## src/rtl/clk_switch_pkg.sv

```systemverilog
// Shared types and defaults for the clock-switch controller.
// Optional feature macro used by the controller: CLK_SWITCH_FAILOVER_EN.
package clk_switch_pkg;

  // Controller sequencing states.
  typedef enum logic [2:0] {
    IDLE   = 3'd0,
    CHECK  = 3'd1,
    SWITCH = 3'd2,
    DONE   = 3'd3,
    ERROR  = 3'd4
  } state_t;

  // Mux input indices.
  localparam int SRC_CLK0 = 0;
  localparam int SRC_CLK1 = 1;

  // Default timing: heartbeat timeout, select settle window, counter width.
  localparam int DEF_TIMEOUT = 64;
  localparam int DEF_SETTLE  = 16;
  localparam int DEF_CNT_W   = 8;

endpackage

```

## src/rtl/clk_switch_ctrl_if.sv

```systemverilog
// Request/status bundle between a switch requester and clk_switch_ctrl.
// With CLK_SWITCH_FAILOVER_EN defined the bundle also carries a failover pulse.
//
// Handshake: a request transfers on a clock edge where req_valid and
// req_ready are both high. The requester holds req_valid and req_sel stable
// until that edge; req_ready is high only while the controller is idle.
interface clk_switch_ctrl_if;
  logic req_valid;
  logic req_sel;
  logic req_ready;
  logic busy;
  logic done;
  logic err;
`ifdef CLK_SWITCH_FAILOVER_EN
  logic failover;

  modport master (output req_valid, req_sel,
                  input  req_ready, busy, done, err, failover);
  modport slave  (input  req_valid, req_sel,
                  output req_ready, busy, done, err, failover);
`else
  modport master (output req_valid, req_sel,
                  input  req_ready, busy, done, err);
  modport slave  (input  req_valid, req_sel,
                  output req_ready, busy, done, err);
`endif
endinterface

```

## src/rtl/clk_hb_monitor.sv

```systemverilog
// Heartbeat monitor for one clock source: synchronises the asynchronous
// heartbeat, turns each toggle into a one-cycle pulse three reference cycles
// later, and runs a watchdog that declares the source dead after TIMEOUT
// quiet cycles.
module clk_hb_monitor
  import clk_switch_pkg::*;
#(
  parameter int TIMEOUT = DEF_TIMEOUT,
  parameter int CNT_W   = DEF_CNT_W
) (
  input  logic clk,
  input  logic nrst,
  input  logic hb,
  output logic hb_edge,
  output logic alive
);

  localparam logic [CNT_W-1:0] TO = CNT_W'(TIMEOUT);

  logic [2:0]       sync_q;
  logic [CNT_W-1:0] cnt;

  // Two synchroniser stages, one history stage, registered toggle pulse.
  always_ff @(posedge clk or negedge nrst) begin
    if (!nrst) begin
      sync_q  <= 3'b000;
      hb_edge <= 1'b0;
    end else begin
      sync_q  <= {sync_q[1:0], hb};
      hb_edge <= sync_q[2] ^ sync_q[1];
    end
  end

  // Watchdog: cleared by a heartbeat pulse, otherwise counts up to TIMEOUT.
  // Starts saturated so a source is dead until it proves otherwise.
  always_ff @(posedge clk or negedge nrst) begin
    if (!nrst) begin
      cnt <= TO;
    end else if (hb_edge) begin
      cnt <= '0;
    end else if (cnt < TO) begin
      cnt <= cnt + 1'b1;
    end
  end

  assign alive = (cnt < TO);

endmodule

```

## src/rtl/clk_switch_ctrl.sv

```systemverilog
// Glitch-free clock source switch sequencer. Accepts a request, waits for a
// fresh heartbeat from the target source, flips the mux select, holds it for
// SETTLE cycles and reports done (or err when the target never ticks).
// Optional macro: CLK_SWITCH_FAILOVER_EN enables automatic failover to the
// other source when the selected one dies while idle.
module clk_switch_ctrl
  import clk_switch_pkg::*;
#(
  parameter int TIMEOUT = DEF_TIMEOUT,
  parameter int SETTLE  = DEF_SETTLE,
  parameter int CNT_W   = DEF_CNT_W
) (
  input  logic                    clk,
  input  logic                    nrst,
  clk_switch_ctrl_if.slave        bus,
  input  logic                    hb0,
  input  logic                    hb1,
  output logic                    sel,
  output logic [1:0]              alive,
  output state_t                  state_dbg
);

  localparam logic [CNT_W-1:0] TO      = CNT_W'(TIMEOUT);
  localparam logic [CNT_W-1:0] TO_M1   = CNT_W'(TIMEOUT - 1);
  localparam logic [CNT_W-1:0] SET_M1  = CNT_W'(SETTLE - 1);

  state_t           state;
  logic             target;
  logic [CNT_W-1:0] cnt;
  logic             ready_q;
  logic             busy_q;
  logic             done_q;
  logic             err_q;
  logic [1:0]       hb_edge;
`ifdef CLK_SWITCH_FAILOVER_EN
  logic             fo_pend;
  logic             fo_q;
`endif

  clk_hb_monitor #(.TIMEOUT(TIMEOUT), .CNT_W(CNT_W)) u_mon0 (
    .clk     (clk),
    .nrst    (nrst),
    .hb      (hb0),
    .hb_edge (hb_edge[SRC_CLK0]),
    .alive   (alive[SRC_CLK0])
  );

  clk_hb_monitor #(.TIMEOUT(TIMEOUT), .CNT_W(CNT_W)) u_mon1 (
    .clk     (clk),
    .nrst    (nrst),
    .hb      (hb1),
    .hb_edge (hb_edge[SRC_CLK1]),
    .alive   (alive[SRC_CLK1])
  );

  // Switch sequencer; every output is a register updated alongside the state.
  always_ff @(posedge clk or negedge nrst) begin
    if (!nrst) begin
      state   <= IDLE;
      sel     <= 1'b0;
      target  <= 1'b0;
      cnt     <= TO;
      ready_q <= 1'b1;
      busy_q  <= 1'b0;
      done_q  <= 1'b0;
      err_q   <= 1'b0;
`ifdef CLK_SWITCH_FAILOVER_EN
      fo_pend <= 1'b0;
      fo_q    <= 1'b0;
`endif
    end else begin
      done_q <= 1'b0;
      err_q  <= 1'b0;
`ifdef CLK_SWITCH_FAILOVER_EN
      fo_q   <= 1'b0;
`endif
      case (state)
        IDLE: begin
          if (bus.req_valid && ready_q) begin
            ready_q <= 1'b0;
            if (bus.req_sel == sel) begin
              // Already on the requested source: nothing to switch.
              state  <= DONE;
              done_q <= 1'b1;
            end else begin
              state  <= CHECK;
              target <= bus.req_sel;
              cnt    <= '0;
              busy_q <= 1'b1;
            end
          end
`ifdef CLK_SWITCH_FAILOVER_EN
          // An external request in the same cycle takes priority.
          else if (!alive[sel] && alive[~sel]) begin
            ready_q <= 1'b0;
            state   <= CHECK;
            target  <= ~sel;
            cnt     <= '0;
            busy_q  <= 1'b1;
            fo_pend <= 1'b1;
          end
`endif
        end
        CHECK: begin
          // Only a heartbeat seen after acceptance proves the target runs;
          // an edge on the terminal-count cycle still counts as success.
          if (hb_edge[target]) begin
            state <= SWITCH;
            sel   <= target;
            cnt   <= '0;
          end else if (cnt == TO_M1) begin
            state  <= ERROR;
            err_q  <= 1'b1;
            busy_q <= 1'b0;
          end else begin
            cnt <= cnt + 1'b1;
          end
        end
        SWITCH: begin
          // Hold the new select while the mux hands over.
          if (cnt == SET_M1) begin
            state  <= DONE;
            done_q <= 1'b1;
            busy_q <= 1'b0;
`ifdef CLK_SWITCH_FAILOVER_EN
            fo_q    <= fo_pend;
            fo_pend <= 1'b0;
`endif
          end else begin
            cnt <= cnt + 1'b1;
          end
        end
        DONE: begin
          state   <= IDLE;
          ready_q <= 1'b1;
        end
        ERROR: begin
          state   <= IDLE;
          ready_q <= 1'b1;
`ifdef CLK_SWITCH_FAILOVER_EN
          fo_pend <= 1'b0;
`endif
        end
        default: begin
          state   <= IDLE;
          ready_q <= 1'b1;
          busy_q  <= 1'b0;
        end
      endcase
    end
  end

  assign bus.req_ready = ready_q;
  assign bus.busy      = busy_q;
  assign bus.done      = done_q;
  assign bus.err       = err_q;
`ifdef CLK_SWITCH_FAILOVER_EN
  assign bus.failover  = fo_q;
`endif
  assign state_dbg     = state;

endmodule

```

## src/flat_wrapper.sv

```systemverilog
// flat-port wrapper written by rule: the top's interface ports become plain ports
module clk_switch_ctrl_flat import clk_switch_pkg::*;
#(
  parameter int TIMEOUT = DEF_TIMEOUT,
  parameter int SETTLE  = DEF_SETTLE,
  parameter int CNT_W   = DEF_CNT_W
)
  (clk, nrst, hb0, hb1, sel, alive, state_dbg, bus_req_valid, bus_req_sel, bus_req_ready, bus_busy, bus_done, bus_err);
  clk_switch_ctrl_if bus_i ();
  input  logic clk;
  input  logic nrst;
  input  logic hb0;
  input  logic hb1;
  output logic sel;
  output logic [1:0] alive;
  output state_t state_dbg;
  input wire logic [$bits(bus_i.req_valid)-1:0] bus_req_valid;
  input wire logic [$bits(bus_i.req_sel)-1:0] bus_req_sel;
  output wire logic [$bits(bus_i.req_ready)-1:0] bus_req_ready;
  output wire logic [$bits(bus_i.busy)-1:0] bus_busy;
  output wire logic [$bits(bus_i.done)-1:0] bus_done;
  output wire logic [$bits(bus_i.err)-1:0] bus_err;
  assign bus_i.req_valid = bus_req_valid;
  assign bus_i.req_sel = bus_req_sel;
  assign bus_req_ready = bus_i.req_ready;
  assign bus_busy = bus_i.busy;
  assign bus_done = bus_i.done;
  assign bus_err = bus_i.err;
  clk_switch_ctrl #(.TIMEOUT(TIMEOUT), .SETTLE(SETTLE), .CNT_W(CNT_W)) u_core (.clk(clk), .nrst(nrst), .bus(bus_i), .hb0(hb0), .hb1(hb1), .sel(sel), .alive(alive), .state_dbg(state_dbg));
endmodule
```

## config.mk

```make
export PLATFORM = sky130hd
export DESIGN_NAME = clk_switch_ctrl_flat
export DESIGN_NICKNAME = d
export VERILOG_FILES = /design/src/rtl/clk_switch_pkg.sv /design/src/rtl/clk_switch_ctrl_if.sv /design/src/rtl/clk_hb_monitor.sv /design/src/rtl/clk_switch_ctrl.sv /design/src/flat_wrapper.sv
export SDC_FILE = /design/constraint.sdc
export NUM_CORES = 1
export LEC_CHECK = 0
export BUFFER_PORTS_ARGS = -buffer_cell sky130_fd_sc_hd__buf_2
export CELL_PAD_IN_SITES_DETAIL_PLACEMENT = 0
export CELL_PAD_IN_SITES_GLOBAL_PLACEMENT = 1
export CORE_MARGIN = 8
export CORE_UTILIZATION = 53
export CTS_BUF_LIST = sky130_fd_sc_hd__clkbuf_4
export DETAILED_ROUTE_END_ITERATION = 7
export GPL_TIMING_DRIVEN = 0
export HOLD_SLACK_MARGIN = 0.06
export PLACE_DENSITY_LB_ADDON = 0.1
export SYNTH_ARGS = -nofsm -noshare
export SYNTH_HDL_FRONTEND = slang
export SYNTH_HIERARCHICAL = 1
export SYNTH_SLANG_ARGS = --single-unit
```

## constraint.sdc

```tcl
create_clock -name clk -period 4.85 [get_ports clk]
set_input_delay 1.455 -clock clk [delete_from_list [all_inputs] [get_ports clk]]
set_output_delay 1.455 -clock clk [all_outputs]
set_load 0.005 [all_outputs]
```

; Word-level counts from Yosys, hierarchy flattened
; Cells that the tools add are included.
; Widths: inputs -> output; s select.
[totals]
register_bits = 41
wordCells = 86
inputBits = 6
out_inout_bits = 10
[classes]
mux = 33
bitwise = 5
order_cmp = 3
n_reduce_logical = 13
n_eq_ne = 15
addsub = 3
[ops]
columns = cell, n
row1 = $mux 8, 9
row2 = $add 8x1->8 const B, 3
row3 = $pmux 8 s3, 1
row4 = $lt 8x7->1 const B, 2
row5 = $mux 1, 14
row6 = $mux 3, 4
row7 = $pmux 3 s3, 1
row8 = $eq 8x4->1 const B, 1
row9 = $eq 8x6->1 const B, 1
row10 = $eq 3x2->1 const B, 2
row11 = $ne 2x1->1 const B, 3
row12 = $ne 2x2->1 const B, 3
row13 = $reduce_and 3->1, 2
row14 = $reduce_and 6->1, 1
row15 = $reduce_and 5->1, 1
row16 = $pmux 1 s2, 2
row17 = $pmux 1 s4, 1
row18 = $reduce_and 2->1, 2
row19 = $reduce_bool 2->1, 2
row20 = $reduce_or 2->1, 2
row21 = $eq 3x1->1 const B, 1
row22 = $eq 3x3->1 const B, 1
row23 = $logic_not 3->1, 1
row24 = $ne 3x1->1 const B, 1
row25 = other kinds (8), 11

; Logic depth before layout (Yosys ltp)
[logic_depth]
ltp_word = 4
ltp_mapped = 7
mapped_depth_nobuf = 5

; Modules after synthesis
; The synthesis kept the hierarchy.
[modules_own_cells]
columns = module, instances, area_each_um2, seq_area_each_um2, cells_each
row1 = clk_switch_ctrl, 1, 1074.8, 427.9, 112
row2 = clk_hb_monitor, 2, 513.0, 301.5, 42

; Least setup slack after synthesis
; OpenSTA, ideal clock, no wires.
[synth_timing]
kind = input-to-reg
from = input bus_req_sel
to = register u_core.cnt[2]
path_buffers = 2
t_arrival_ns = 2.675
stages = 6
setup_ns = 0.096
path_slack_ns = 2.079
t_required_ns = 4.754
cell_sequence = xnor2_1 a211o_1 buf_6 or3_1 buf_6 o32ai_2
[synth_via]
elab_chain_len = 3
[synth_lines]
columns = element, line_no
row1 = start: declaration, flat_wrapper.sv:18  ; input wire logic [$bits(bus_i.req_sel)-1:0] bus_req_sel;
row2 = $eq 1x1->1, clk_switch_ctrl.sv:81  ; if (bus.req_sel == sel) begin
row3 = $ne 2x2->1 (no line), n/a
row4 = $reduce_and 5->1 (no line), n/a
row5 = end signal: assignment, clk_switch_ctrl.sv:116  ; cnt <= cnt + 1'b1;
row6 = end signal: assignment, clk_switch_ctrl.sv:130  ; cnt <= cnt + 1'b1;
row7 = end: declaration, clk_switch_ctrl.sv:29  ; logic [CNT_W-1:0] cnt;
; No other way between the ends.
; A chain may end at the register's enable or synchronous reset.

; Worst setup path after layout
[layout_timing]
from = input bus_req_sel
to = register u_core.cnt[3]
; Same word-level chain as after synthesis.

==> out/qor.txt <==
hold path start - u_core/u_mon1/sync_q[0]
core area - 3910 um2
Worst Skew - 0.00722 ns
Clk pin slew, worst setup/hold paths - 0.12 ns
number of buffers inserted by hold repair at cts - 0
most frequent cells in the layout - 37 x dfrtp_1, 19 x nor2_1, 16 x buf_2, 14 x nand2_1, 9 x a21oi_1
vias in the first global route - 1,535
Max-Cap Viols - 0
Required @ worst endpoint - 5.10 ns
r2r setup slk - 2.67 ns
dpl ws - 1.80 ns
Overall Global Routing Usage - 14.5%
Max Freq - 371 MHz
first-pass GRT wire length - 7.11 mm
final non-filler cell total - 268
initial antenna violation count - 0
pwr dens - 374 nW/um2
maximum root-to-sink buffer count - 2
setup TNS - 0 ns
CTS tree - built
placed insts - 261
critical path's largest stage delay - 0.32 ns
switching fraction of total power - 32.6%
DR iter-0 viols - 54
CP endpoint kind - register
final hold vios - 0
fraction of the yosys area taken by sequential cells - 49.1%
Antenna Cells - 0
fin crit share - 55.6%
ys flop type - dfrtp_1
CP Launch Type - input port
Die Y - 79.0 um
CP bufs+invs - 3
cts bufs inserted - 5
area delta synth->final - 10.0%
post-DP HPWL - 2.92 mm
Post-DP Area - 2240 um2
Max VDD drop - 0.186 mV
Post-DRT Antenna Nets - 0
Lkg Pwr - 0.00101 uW
grt ovf - 0
synth warn - 6
Die X - 79.0 um
top-area cell type share of the netlist area - 44.1%
Setup Crit Path Kind - in2reg
die area - 6230 um2
Clock Tree Root - clkbuf_4
row count - 23
Seq pwr share - 47.4%
I/O pin cnt - 16
starting density of the core - 53.7%
Netlist cell types - 50
Crit path max-delay family - compound AO/OA/AOI/OAI gates
vias per cell - 5.76
worst-path cell chain - buf_2 > xnor2_1 > a211o_1 > buf_6 > or3_1 > buf_6 > o32ai_2
R2R Path Start - u_core/cnt[0]
Wirelength per Cell - 15.6 um
clock period minus worst slack - 2.70 ns
Post-Syn Area - 2100 um2
hold path cells - 0
slowest CP cell - a211o_1
CTS resizes - 0
drt drc - 0
syn nets - 205
Buffers on Ports - 15
largest cells by area after synthesis - dfrtp_1 44%, dfstp_2 5.0%, o32ai_2 3.9%, nor2_1 3.4%, nand2_1 2.5%
Hold Path End - u_core/u_mon1/sync_q[1]
R2R depth - 6
total number of H-tree levels - 2
Mapped Cells - 196
via count - 1,545
most common cell after layout, fill and taps aside - dfrtp_1
1st-pass router iterations - 4
Critical path origin - bus_req_sel
Post-synth ARST share - 100%
clock sink count - 41
RSZ-0062 raised after global routing - no
setup ws final - 2.15 ns
P_sw - 282 uW
largest net degree at the start of global routing - 42
Slew HR - 40.2%
Clock power frac - 25.0%
average size of a mapped cell - 10.7 um2
Int Power - 582 uW
number of flops mapped to enable cells by yosys - 0
Yosys reg bits - 41
routability cong. - 0.789
Synth area leader - dfrtp_1
Crit Path Max Fanout - 10
Slew Limit Fails - 0
Critical Path Stages - 7
Clock Latency Late Sink - 0.35 ns
Final Cell Area - 2310 um2
number of setup violations in the final report - 0
Worst Tran Pin Value - 0.897 ns
Critical Path AT - 2.95 ns
worst reg2reg endpoint - u_core/cnt[3]
layout cells sized above 1 - 22.5%
Logic pwr share - 27.6%
final WL - 4.17 mm
status - completed
crit-path most repeated cell - buf_6
nets - 227
post-CTS setup buffers - 0
Hold Crit Class - reg2reg
cell usage after synthesis (4+ instances only):
cell type	number
a211oi_1	4
a21oi_1	9
dfrtp_1	37
dfstp_2	4
inv_1	5
mux2_1	4
nand2_1	14
nand3_1	4
nor2_1	19
nor2b_1	8
nor3_1	6
nor3b_2	4
o21ai_0	4
o32ai_2	5
xnor2_1	5
worst max-delay path by stage:
stage and end:
6_report u_core/cnt[3], 4_1_cts u_core/cnt[3], 3_5_place_dp u_core/cnt[3], 3_3_place_gp u_core/cnt[3], 5_1_grt u_core/cnt[3], 2_1_floorplan u_core/cnt[2]
metal layers:
layer / part of all wire [%] / vias up / wire length, um / GRT usage, %
met5: 0 / - / 0 / 0
met4: 1.8 / 0 / 75 / 6.11
met3: 3.2 / 8 / 133 / 4.29
met2: 52 / 15 / 2150 / 24.8
met1: 43 / 764 / 1810 / 16.4
li1: - / 758 / - / -
metrics by stage:
| stage | hold WS (ns) | power, uW | util [%] |
|---|---|---|---|
| final | 0.374 | 864 | 59.0 |
| after global routing | 0.379 | 914 | 59.0 |
| after CTS | 0.374 | 874 | 59.0 |
| after detailed placement | 0.342 | 655 | 57.2 |
| after global placement | 0.332 | 645 | 57.2 |
| after floorplan | 0.331 | 586 | - |
power by group through the flow:
stage	sequential [uW]	combinational (uW)	clock, uW
final	410	238	216
after CTS	410	240	224
after global routing	416	261	236
after detailed placement	416	238	0
after floorplan	411	176	0
after global placement	415	230	0
cell type report:
class / count / area, um2
fillers: 354 / 1600
flip-flops and latches: 41 / 1030
multi-input cells: 142 / 997
repair buffers: 15 / 75.1
well taps: 50 / 62.6
plain buffers: 8 / 53.8
clock buffers: 5 / 37.5
clock inverters: 2 / 35.0
inverters: 5 / 18.8
logic make-up (layout without fill, tap and decap cells):
kind of cell | after synthesis | count (layout) | share of synthesized area [%]
xor gates and xnor gates | 7 | 7 | 2.92
DFF | 41 | 41 | 49.1
AOI/OAI and AO/OA | 42 | 42 | 16.0
and+or+nand+nor | 83 | 83 | 22.8
buffers and inverters | 13 | 35 | 3.45
adders and majority gates | 3 | 3 | 1.79
muxes | 7 | 7 | 4.05
sequential cells by signal (all words and copies together) (netlist names), 3 cells and up:
register              cells
u_core/cnt                8
u_core/u_mon0/cnt         8
u_core/u_mon1/cnt         8
u_core/state_dbg          3
u_core/u_mon0/sync_q      3
u_core/u_mon1/sync_q      3
No activity file was read; power rests on OpenSTA's default activity.
